==> src/rtl/dense_pkg.sv <==
// Shared types and encodings for the dense-layer MAC block.
package dense_pkg;

    // Sequencer states
    typedef enum logic [2:0] {
        IDLE    = 3'd0,
        LOAD_IN = 3'd1,
        MAC     = 3'd2,
        STORE   = 3'd3,
        FINISH  = 3'd4
    } state_e;

    // Activation selection
    localparam int unsigned ACT_NONE       = 0;
    localparam int unsigned ACT_RELU       = 1;
    localparam int unsigned ACT_RELU_CLAMP = 2;

endpackage

==> src/rtl/dense_sat_act.sv <==
// Saturating accumulate and output activation, purely combinational.
module dense_sat_act
    import dense_pkg::*;
#(
    parameter int unsigned ACC_W    = 32,
    parameter int unsigned P_W      = 17,
    parameter int unsigned ACT_MODE = 0,
    parameter int unsigned ACT_MAX  = 6
) (
    input  logic signed [ACC_W-1:0] acc_in,
    input  logic signed [P_W-1:0]   addend,
    input  logic signed [ACC_W-1:0] act_in,
    output logic signed [ACC_W-1:0] sum_c,
    output logic signed [ACC_W-1:0] act_c
);

    // One guard bit above the wider operand makes the raw sum exact
    localparam int unsigned SUM_W = ((ACC_W > P_W) ? ACC_W : P_W) + 1;
    localparam int unsigned PAD_A = SUM_W - ACC_W;
    localparam int unsigned PAD_P = SUM_W - P_W;
    localparam logic signed [SUM_W-1:0] MAX_V = {{(SUM_W-ACC_W+1){1'b0}}, {(ACC_W-1){1'b1}}};
    localparam logic signed [SUM_W-1:0] MIN_V = {{(SUM_W-ACC_W+1){1'b1}}, {(ACC_W-1){1'b0}}};
    localparam logic signed [ACC_W-1:0] ACT_MAX_V = ACC_W'(ACT_MAX);

    logic signed [SUM_W-1:0] wide;

    // Exact sum, then clamp into the accumulator range
    always_comb begin
        wide = {{PAD_A{acc_in[ACC_W-1]}}, acc_in} + {{PAD_P{addend[P_W-1]}}, addend};
        if (wide > MAX_V) begin
            sum_c = MAX_V[ACC_W-1:0];
        end else if (wide < MIN_V) begin
            sum_c = MIN_V[ACC_W-1:0];
        end else begin
            sum_c = wide[ACC_W-1:0];
        end
    end

    // Activation applied to a finished neuron value
    always_comb begin
        act_c = act_in;
        if (ACT_MODE != ACT_NONE && act_in[ACC_W-1]) begin
            act_c = '0;
        end else if (ACT_MODE == ACT_RELU_CLAMP && act_in > ACT_MAX_V) begin
            act_c = ACT_MAX_V;
        end
    end

endmodule

==> src/rtl/dense_layer_param_mac.sv <==
// Sequential dense layer: buffers the input vector, then one MAC per cycle per neuron.
module dense_layer_param_mac
    import dense_pkg::*;
#(
    parameter int unsigned IN_DIM    = 128,
    parameter int unsigned OUT_DIM   = 9,
    parameter int unsigned IN_W      = 8,
    parameter int unsigned IN_SIGNED = 0,
    parameter int unsigned W_W       = 8,
    parameter int unsigned ACC_W     = 32,
    parameter int unsigned ACT_MODE  = 0,
    parameter int unsigned ACT_MAX   = 6
) (
    input  logic                               clk,
    input  logic                               reset,
    input  logic                               start,
    output logic                               busy,
    output logic                               done,
    output logic [$clog2(IN_DIM)-1:0]          in_addr,
    input  logic [IN_W-1:0]                    in_data,
    output logic [$clog2(IN_DIM*OUT_DIM)-1:0]  w_addr,
    input  logic [W_W-1:0]                     w_data,
    output logic [$clog2(OUT_DIM)-1:0]         b_addr,
    input  logic [W_W-1:0]                     b_data,
    input  logic [$clog2(OUT_DIM)-1:0]         read_addr,
    output logic [ACC_W-1:0]                   read_data,
    output logic [$clog2(OUT_DIM)-1:0]         argmax_idx
);

    localparam int unsigned IA_W = $clog2(IN_DIM);
    localparam int unsigned WA_W = $clog2(IN_DIM*OUT_DIM);
    localparam int unsigned NW   = $clog2(OUT_DIM);
    localparam int unsigned NW1  = NW + 1;
    localparam int unsigned CW   = $clog2(IN_DIM + 1);
    localparam int unsigned P_W  = IN_W + 1 + W_W;

    state_e                  state_q, state_d;
    logic [CW-1:0]           cnt_q, cnt_d;
    logic [NW-1:0]           n_q, n_d;
    logic                    busy_d, done_d;
    logic [IA_W-1:0]         in_addr_d;
    logic [WA_W-1:0]         w_addr_d;
    logic [NW-1:0]           b_addr_d;
    logic [IN_W-1:0]         x_mem [IN_DIM];
    logic signed [ACC_W-1:0] out_mem [OUT_DIM];
    logic signed [ACC_W-1:0] acc_q, best_q, acc_in, sum_c, act_c;
    logic [IN_W-1:0]         x_sel;
    logic [IN_W:0]           x_ext;
    logic signed [P_W-1:0]   prod;

    // State, cycle-in-state and neuron registers
    always_ff @(posedge clk) begin
        if (reset) begin
            state_q <= IDLE;
            cnt_q   <= '0;
            n_q     <= '0;
        end else begin
            state_q <= state_d;
            cnt_q   <= cnt_d;
            n_q     <= n_d;
        end
    end

    // Next state; cnt restarts at 0 on every state change
    always_comb begin
        state_d = state_q;
        cnt_d   = cnt_q + CW'(1);
        n_d     = n_q;
        case (state_q)
            IDLE: begin
                n_d = '0;
                if (start) state_d = LOAD_IN;
            end
            LOAD_IN: if (cnt_q == CW'(IN_DIM)) state_d = MAC;
            MAC:     if (cnt_q == CW'(IN_DIM)) state_d = STORE;
            STORE: begin
                if (n_q == NW'(OUT_DIM - 1)) begin
                    state_d = FINISH;
                end else begin
                    state_d = MAC;
                    n_d     = n_q + NW'(1);
                end
            end
            FINISH:  state_d = IDLE;
            default: state_d = IDLE;
        endcase
        if (state_d != state_q) cnt_d = '0;
    end

    // Next values of the registered outputs; addresses lead data by one cycle
    always_comb begin
        busy_d    = (state_d != IDLE);
        done_d    = (state_d == FINISH);
        in_addr_d = in_addr;
        w_addr_d  = w_addr;
        b_addr_d  = b_addr;
        if (state_d == LOAD_IN && cnt_d < CW'(IN_DIM)) in_addr_d = IA_W'(cnt_d);
        if (state_d == MAC && cnt_d < CW'(IN_DIM)) w_addr_d = WA_W'(32'(n_d) * IN_DIM + 32'(cnt_d));
        if (state_d == MAC && cnt_d == '0) b_addr_d = n_d;
    end

    // Output registers
    always_ff @(posedge clk) begin
        if (reset) begin
            busy    <= 1'b0;
            done    <= 1'b0;
            in_addr <= '0;
            w_addr  <= '0;
            b_addr  <= '0;
        end else begin
            busy    <= busy_d;
            done    <= done_d;
            in_addr <= in_addr_d;
            w_addr  <= w_addr_d;
            b_addr  <= b_addr_d;
        end
    end

    // Input vector capture, one cycle behind in_addr
    always_ff @(posedge clk) begin
        if (state_q == LOAD_IN && cnt_q != '0) x_mem[IA_W'(cnt_q - CW'(1))] <= in_data;
    end

    // Product for element cnt-1; bias is folded into the first add
    always_comb begin
        x_sel  = x_mem[IA_W'(cnt_q - CW'(1))];
        x_ext  = (IN_SIGNED != 0) ? {x_sel[IN_W-1], x_sel} : {1'b0, x_sel};
        prod   = $signed({{W_W{x_ext[IN_W]}}, x_ext}) * $signed({{(IN_W+1){w_data[W_W-1]}}, w_data});
        acc_in = (cnt_q == CW'(1)) ? ACC_W'($signed(b_data)) : acc_q;
    end

    dense_sat_act #(
        .ACC_W    (ACC_W),
        .P_W      (P_W),
        .ACT_MODE (ACT_MODE),
        .ACT_MAX  (ACT_MAX)
    ) u_sat_act (
        .acc_in (acc_in),
        .addend (prod),
        .act_in (acc_q),
        .sum_c  (sum_c),
        .act_c  (act_c)
    );

    // Accumulator, output RAM and running argmax (ties keep the lower index)
    always_ff @(posedge clk) begin
        if (reset) begin
            acc_q      <= '0;
            best_q     <= '0;
            argmax_idx <= '0;
            for (int i = 0; i < int'(OUT_DIM); i++) out_mem[i] <= '0;
        end else begin
            if (state_q == MAC && cnt_q != '0) acc_q <= sum_c;
            if (state_q == STORE) begin
                out_mem[n_q] <= act_c;
                if (n_q == '0 || act_c > best_q) begin
                    best_q     <= act_c;
                    argmax_idx <= n_q;
                end
            end
        end
    end

    // Combinational read port, zero beyond the last neuron
    always_comb begin
        read_data = '0;
        if ({1'b0, read_addr} < NW1'(OUT_DIM)) read_data = out_mem[read_addr];
    end

endmodule

==> config.mk <==
export PLATFORM = sky130hd
export DESIGN_NAME = dense_layer_param_mac
export DESIGN_NICKNAME = d
export VERILOG_FILES = /design/src/rtl/dense_pkg.sv /design/src/rtl/dense_sat_act.sv /design/src/rtl/dense_layer_param_mac.sv
export SDC_FILE = /design/constraint.sdc
export NUM_CORES = 2
export LEC_CHECK = 0
export CAP_MARGIN = 20
export CORE_MARGIN = 10
export CORE_UTILIZATION = 34
export CTS_CLUSTER_SIZE = 24
export DETAILED_ROUTE_END_ITERATION = 7
export PLACE_DENSITY = 0.48
export SLEW_MARGIN = 20
export SYNTH_ARGS = -nofsm -noshare
export SYNTH_HDL_FRONTEND = slang
export SYNTH_SLANG_ARGS = --single-unit
==> constraint.sdc <==
create_clock -name clk -period 10.5 [get_ports clk]
set_clock_uncertainty 0.1 [all_clocks]
set_input_delay 1.05 -clock clk [delete_from_list [all_inputs] [get_ports clk]]
set_output_delay 1.05 -clock clk [all_outputs]
set_load 0.01 [all_outputs]
# Word-level counts from Yosys, hierarchy flattened
# Memory sizes are Yosys's and may differ from the RTL's.
# Index checks and enable logic that the tools add are counted.
dict set report op_classes {
  reduce_logical 13
  add_sub_neg 5
  mul 1
  n_mux 22
  eq_ne 10
  order_cmp 5
}
# op count
set ops {}
lappend ops {{$mux 32} 5}
lappend ops {{$add 32x17->33} 1}
lappend ops {{$gt 33x32->1 const B} 1}
lappend ops {{$lt 33x32->1 const B} 1}
lappend ops {{$gt 32x32->1} 1}
lappend ops {{$reduce_or 32->1} 1}
lappend ops {{$mul 9x8->17} 1}
lappend ops {{$mux 3} 4}
lappend ops {{$pmux 3 s4} 1}
lappend ops {{$add 11x8->11} 1}
lappend ops {{$eq 3x2->1 const B} 3}
lappend ops {{$add 8x1->8 const B} 1}
lappend ops {{$eq 8x1->1 const B} 1}
lappend ops {{$eq 8x8->1 const B} 1}
lappend ops {{$logic_not 8->1} 1}
lappend ops {{$lt 8x8->1 const B} 1}
lappend ops {{$mux 1} 8}
lappend ops {{$mux 4} 2}
lappend ops {{$mux 8} 1}
lappend ops {{$pmux 4 s2} 1}
lappend ops {{$reduce_bool 8->1} 1}
lappend ops {{$sub 7x1->7 const B} 1}
lappend ops {{$eq 3x1->1 const B} 2}
lappend ops {{$logic_and 1x1->1} 5}
lappend ops {{other kinds (10)} 10}
dict set report word_totals {
  inputBits 31
  register_bits 107
  n_memories 2
  ram_bits 1312
  out_inout_bits 60
}
# memory words word_bits rd rd_ports_with_merged_regs wr line_no
set memory_table {}
lappend memory_table {x_mem 128 8 1 0 1 dense_layer_param_mac.sv:44} ;# logic [IN_W-1:0] x_mem [IN_DIM];
lappend memory_table {out_mem 9 32 1 0 9 dense_layer_param_mac.sv:45} ;# logic signed [ACC_W-1:0] out_mem [OUT_DIM];

# Logic depth before layout (Yosys ltp)
dict set report logic_depth {
  depth_word 7
  ltp_mapped 40
}

# Hierarchy
# Synthesis repeated with hierarchy kept, for this count alone.
dict set report unflattened {
  hier_cells 4997
  hier_area_um2 64782.1
}
# mod instances seq_area_each_um2 cells_per_inst area_each_um2
set by_module_without_submodules {}
lappend by_module_without_submodules {dense_layer_param_mac 1 41539.8 4653 62328.5}
lappend by_module_without_submodules {dense_sat_act 1 0.0 344 2453.6}

# Least setup slack after synthesis
# No wires, ideal clock.
dict set report synth_timing {
  kind {reg-to-reg}
  from {reg cnt_q[0]}
  to {reg acc_q[11]}
  synth_period_minus_slack_ns 8.905
  setup_slack_ns 1.595
  t_arrival_ns 8.671
  path_stages_with_launch 39
  path_buffers 9
  t_required_ns 10.266
  path_cell_list {dfxtp_1 > buf_4 > buf_4 > clkinv_1 > buf_2 > clkbuf_1 > buf_1 > ha_1 > inv_1 > buf_2 > clkbuf_1 > clkbuf_1 > nor3_1 > a31o_2 > a222oi_1 > a21oi_1 > o21ai_1 > a21oi_1 > [... 3 more ...] > inv_1 > fa_1 > inv_1 > fa_1 > inv_1 > fa_1 > fa_1 > ha_1 > o211ai_1 > o211ai_1 > nand4_1 > a21oi_1 > o21ai_1 > o21ai_1 > xor2_1 > a31o_2 > clkbuf_1 > a211oi_1}
}
dict set report synth_between {
  elab_chain_cells 7
  word_cells_on_any_way 12
}
# element line_no
set synth_rtl {}
lappend synth_rtl {{start, declared} dense_layer_param_mac.sv:38} ;# logic [CW-1:0] cnt_q, cnt_d;
lappend synth_rtl {{start signal, assigned} dense_layer_param_mac.sv:59} ;# cnt_q <= cnt_d;
lappend synth_rtl {{$sub 7x1->7} dense_layer_param_mac.sv:126} ;# x_sel = x_mem[IA_W'(cnt_q - CW'(1))];
lappend synth_rtl {{$mem_v2 128x8} --}
lappend synth_rtl {{$mul 9x8->17} dense_layer_param_mac.sv:128} ;# prod = $signed({{W_W{x_ext[IN_W]}}, x_ext}) * $signed({{(IN_W+1){w_data[W_W-1]}}, w_data});
lappend synth_rtl {{$add 32x17->33} dense_sat_act.sv:29} ;# wide = {{PAD_A{acc_in[ACC_W-1]}}, acc_in} + {{PAD_P{addend[P_W-1]}}, addend};
lappend synth_rtl {{$lt 33x32->1} dense_sat_act.sv:32} ;# end else if (wide < MIN_V) begin
lappend synth_rtl {{$mux 32} dense_sat_act.sv:32}
lappend synth_rtl {{$mux 32} dense_sat_act.sv:30} ;# if (wide > MAX_V) begin
lappend synth_rtl {{end signal, assigned} dense_layer_param_mac.sv:153} ;# if (state_q == MAC && cnt_q != '0) acc_q <= sum_c;
lappend synth_rtl {{end, declared} dense_layer_param_mac.sv:46} ;# logic signed [ACC_W-1:0] acc_q, best_q, acc_in, sum_c, act_c;
# Parallel ways exist; a longest one is shown, timed or not.
# A chain may end at the register's enable or synchronous reset.

# Final worst setup path
dict set report layout_timing {
  from {reg cnt_q[1]}
  to {reg acc_q[9]}
}
# The elaborated chain is that of the path after synthesis.

==> impl.org <==
** Critical path
- Crit path launch type :: register
- Worst EP required :: around 11 ns
- Crit Path Max Fanout :: 28
- The worst setup path is captured at a register.
- Worst R2R Start :: cnt_q[1]$_SDFF_PP0_
- Most repeated library cell on the critical path :: fa_1
- Stage delay of the slowest cell on the critical path :: about 0.60 ns
- Data arrives at the worst endpoint at roughly 10 ns.
- In this run the critical register-to-register path is captured at acc_q[9]$_SDFFE_PP0P_.
- The critical path is of the register to register type.
- The slowest stage of the critical path is the a21oi_2 cell.
- Across all register-to-register paths, the minimum setup slack is ~0.88 ns.
- Start point of the critical path :: cnt_q[1]$_SDFF_PP0_
- The worst register-to-register path has a depth of 31.
- The most critical setup path has its endpoint at acc_q[9]$_SDFFE_PP0P_.

** STA
- In the final timing run, aggregate negative setup slack is 0 ns.
- Dividing the final minimum period by the clock period gives about 92%.
- Total setup violations reported at the end of the flow :: 0
- Number of max-slew violations in the final report :: 0
- Slew @ Worst Pin :: ~1.2 ns
- Fin crit period :: roughly 9.6 ns
- Hold Violations, Final :: 0
- Based on the critical path, the design can be clocked at up to 0.104 GHz.
- The worst pin sits at a relative slew slack of about 23%.
- Setup repair after global routing left no endpoint under its margin.

** Power and ir drop
- Leakage :: 0.0248 uW
- The worst-case IR drop observed on VDD is 0.000279 V.
- Dividing total power by cell area gives a power density of between 200 and 250 nW/um^2.

** Logic synthesis
- Synthesis produced a netlist with a net count of around 5000.
- Yosys Warn Count :: 0
- Mean post-synth cell area :: 13.6 um^2
- Cell area after technology mapping :: approximately 63000 um^2
- Post-synth top flop :: edfxtp_1
- Library cell with the largest summed area after synthesis :: edfxtp_1
- The top cell type by area accounts for between 60% and 70% of the synthesized area.
- In this run, synthesis inferred 1312 flip-flops with an integrated enable.
- In the synthesized netlist, the number of instances is 4628.
- Asr flop ratio synth :: 0%
- By count the netlist is led by edfxtp_1, nor2_1, and2_1.
- Share of synthesized area occupied by flip-flops and latches :: about two thirds
- FF+latch count, synth :: about 1400
- Cell types occupying the most area after synthesis :: edfxtp_1, dfxtp_1, ha_1, and2_1, mux4_2
- Most common cell in the netlist :: edfxtp_1
- Distinct cell type count after synthesis :: between 80 and 90

** Finish
- Area growth, synth to finish :: 14.0%
- In the final layout, the share of cells above drive strength 1 is 11.7%.
- Final net count :: 4927
- After filler insertion, the fill cell instance count of the layout stands at roughly 17000.
- The count of cells in the finished layout, fillers not included, comes to roughly 7300.

** Drt
- In the routed layout, each cell is associated on average with a via count of ~5.4.
- After detailed routing, the average wire length per cell comes to 27.3 um.
- DR iter-0 viols :: around 3900
- DR DRC count :: 0
- Total vias in the final route :: ~39000
- The first detailed-routing pass took 6 iterations.
- The detail route stage leaves a number of antenna-violating nets equal to 0.
- Total Wirelength :: slightly below 200000 um

** Hold path
- Worst hold-check path type :: register to register

** Floorplanning
- The die is ~450 um wide.
- Once the floorplan was initialized, standard cells occupied roughly a third of the core.
- The region available for standard cell placement spans between 150000 and 200000 um^2.
- The die is 450 um tall.
- The die covers ~200000 um^2.
- Floorplan row count :: ~160
- Number of top-level design ports :: just over 90

** Global routing
- After global routing, the most crowded layer is met2.
- Wire length of the first global-routing pass :: 288000 um
- Vias in the first global route :: about 39000
- Remaining global-route overflow :: 0
- Overall global routing resource usage :: about a fifth
- Maximum number of pins on one net before global-route repair :: 96
- For met2 alone, demand over resource in global routing was around 33%.
- For met1 alone, demand over resource in global routing was between 20% and 30%.
- The number of antenna violations at the first check in global routing came to 2.
- Met3 track demand over resource in global routing :: under 10%

** Place
- In this run, placement finished with an instance count of between 6000 and 7000.
- During placement, the flow inserted port buffers numbering 90.
- Routability-driven placement finished with a final weighted congestion of ~0.86.
- After legalization and detailed placement, the total HPWL measured between 100000 and 150000 um.

** Clock network
- The later pin in the worst-skew pair is clocked with a latency of roughly 0.81 ns.
- Clock tree from TritonCTS :: done
- Number of levels the H-tree was split into :: 4
- Clock buffer count from CTS :: about 160
- After clock tree synthesis, the clock-pin slew on the worst setup and hold paths is roughly 0.06 ns.
- The number of hold buffers added after CTS was 0.
- Post-cts repair resize count :: 0
- Once the clock tree was built, the setup fixing pass inserted 0 buffers.
- No sink is reached through more buffers than the 3 on the longest clock path.
- Root Driver :: clkbuf_16
- TritonCTS sink count :: about 1400

** Job
- Max-cap violations in this run came to 0.

** Outcome
- Run status :: finished clean
-- final cells by class --
cell class,count,area [um^2],share of cell area (%)
multi-input combinational,2737,19600,27.3
inverter,146,551,0.767
timing repair buffer,231,2090,2.91
clock buffer,200,4080,5.68
sequential,1419,41500,57.9
antenna,1,2.50,0.00349
clock inverter,82,800,1.11
tap,2464,3080,4.30
-- per-stage QoR --
step | hold WS, ns | setup slack, ns | total power, uW | util, % | cell area (um^2)
after floorplan | 0.364 | 1.60 | 8580 | - | 62900
after global placement | 0.352 | 0.531 | 9770 | 36.4 | 66900
after detailed placement | 0.361 | 0.536 | 9750 | 36.4 | 66900
after CTS | 0.370 | 0.472 | 15100 | 39.1 | 71700
after global routing | 0.392 | 0.293 | 15600 | 39.1 | 71800
final | 0.371 | 0.882 | 15000 | 39.1 | 71800
-- state kept, by name, summed over array words and instances, names as in the netlist --
| signal | count |
|---|---|
| acc_q | 32 |
| argmax_idx | 4 |
| b_addr | 4 |
| best_q | 32 |
| busy | 1 |
| cnt_q | 8 |
| done | 1 |
| in_addr | 7 |
| n_q | 4 |
| out_mem | 288 |
| state_q | 3 |
| w_addr | 11 |
| x_mem | 1024 |
-- placed cells by master, fill, tap and decap left out, types with 87 or more instances in the layout --
cell,n
nor3_1,124
dfxtp_1,106
clkbuf_16,156
ha_1,151
nor2_1,367
edfxtp_1,1312
nand2_1,285
mux2i_1,122
inv_1,144
buf_4,137
and2_1,294
a21oi_1,182
o21ai_0,87
o22ai_1,222
-- cells by family after synthesis --
family | synth area share (%)
XOR/XNOR | 0.720
multiplexers | 5.63
AND/OR/NAND/NOR | 10.7
adder cells (fa/ha/maj) | 4.75
flip-flops | 66.0
AO/OA/AOI/OAI | 9.05
buffers and inverters | 3.16
-- how the worst min path moves through the flow --
| stage | endpoint | cells past startpoint | start | slack (ns) |
|---|---|---|---|---|
| after floorplan | best_q[10]$_SDFFE_PP0P_ | 2 | best_q[10]$_SDFFE_PP0P_ | 0.36 |
| after global placement | in_addr[0]$_SDFFE_PP0P_ | 2 | in_addr[0]$_SDFFE_PP0P_ | 0.35 |
| after detailed placement | in_addr[0]$_SDFFE_PP0P_ | 2 | in_addr[0]$_SDFFE_PP0P_ | 0.36 |
| after CTS | in_addr[0]$_SDFFE_PP0P_ | 2 | in_addr[0]$_SDFFE_PP0P_ | 0.37 |
| after global routing | in_addr[0]$_SDFFE_PP0P_ | 2 | in_addr[0]$_SDFFE_PP0P_ | 0.39 |
| final | in_addr[0]$_SDFFE_PP0P_ | 2 | in_addr[0]$_SDFFE_PP0P_ | 0.37 |
-- routing by layer --
layer,routed length [um],vias up,share of wire [%]
met5,13,-,0.0065
met4,5570,2,2.8
met3,10300,311,5.2
met2,99300,1212,50
met1,83300,20100,42
li1,-,17600,-
-- power by group --
part | internal [uW] | total, uW | switching, uW
Clock | 2990 | 5320 | 2340
Combinational | 1270 | 3440 | 2160
Sequential | 6210 | 6220 | 13.0
-- critical path: cells and delay by family (launching register included) --
kind	cells	cell delay, ns
buffers and inverters	7	1.34
and+or+nand+nor	4	0.78
xor gates and xnor gates	2	0.62
adders and majority gates	7	3.00
DFF	1	0.47
AOI/OAI and AO/OA	11	3.05
No activity file was read; power rests on OpenSTA's default activity.
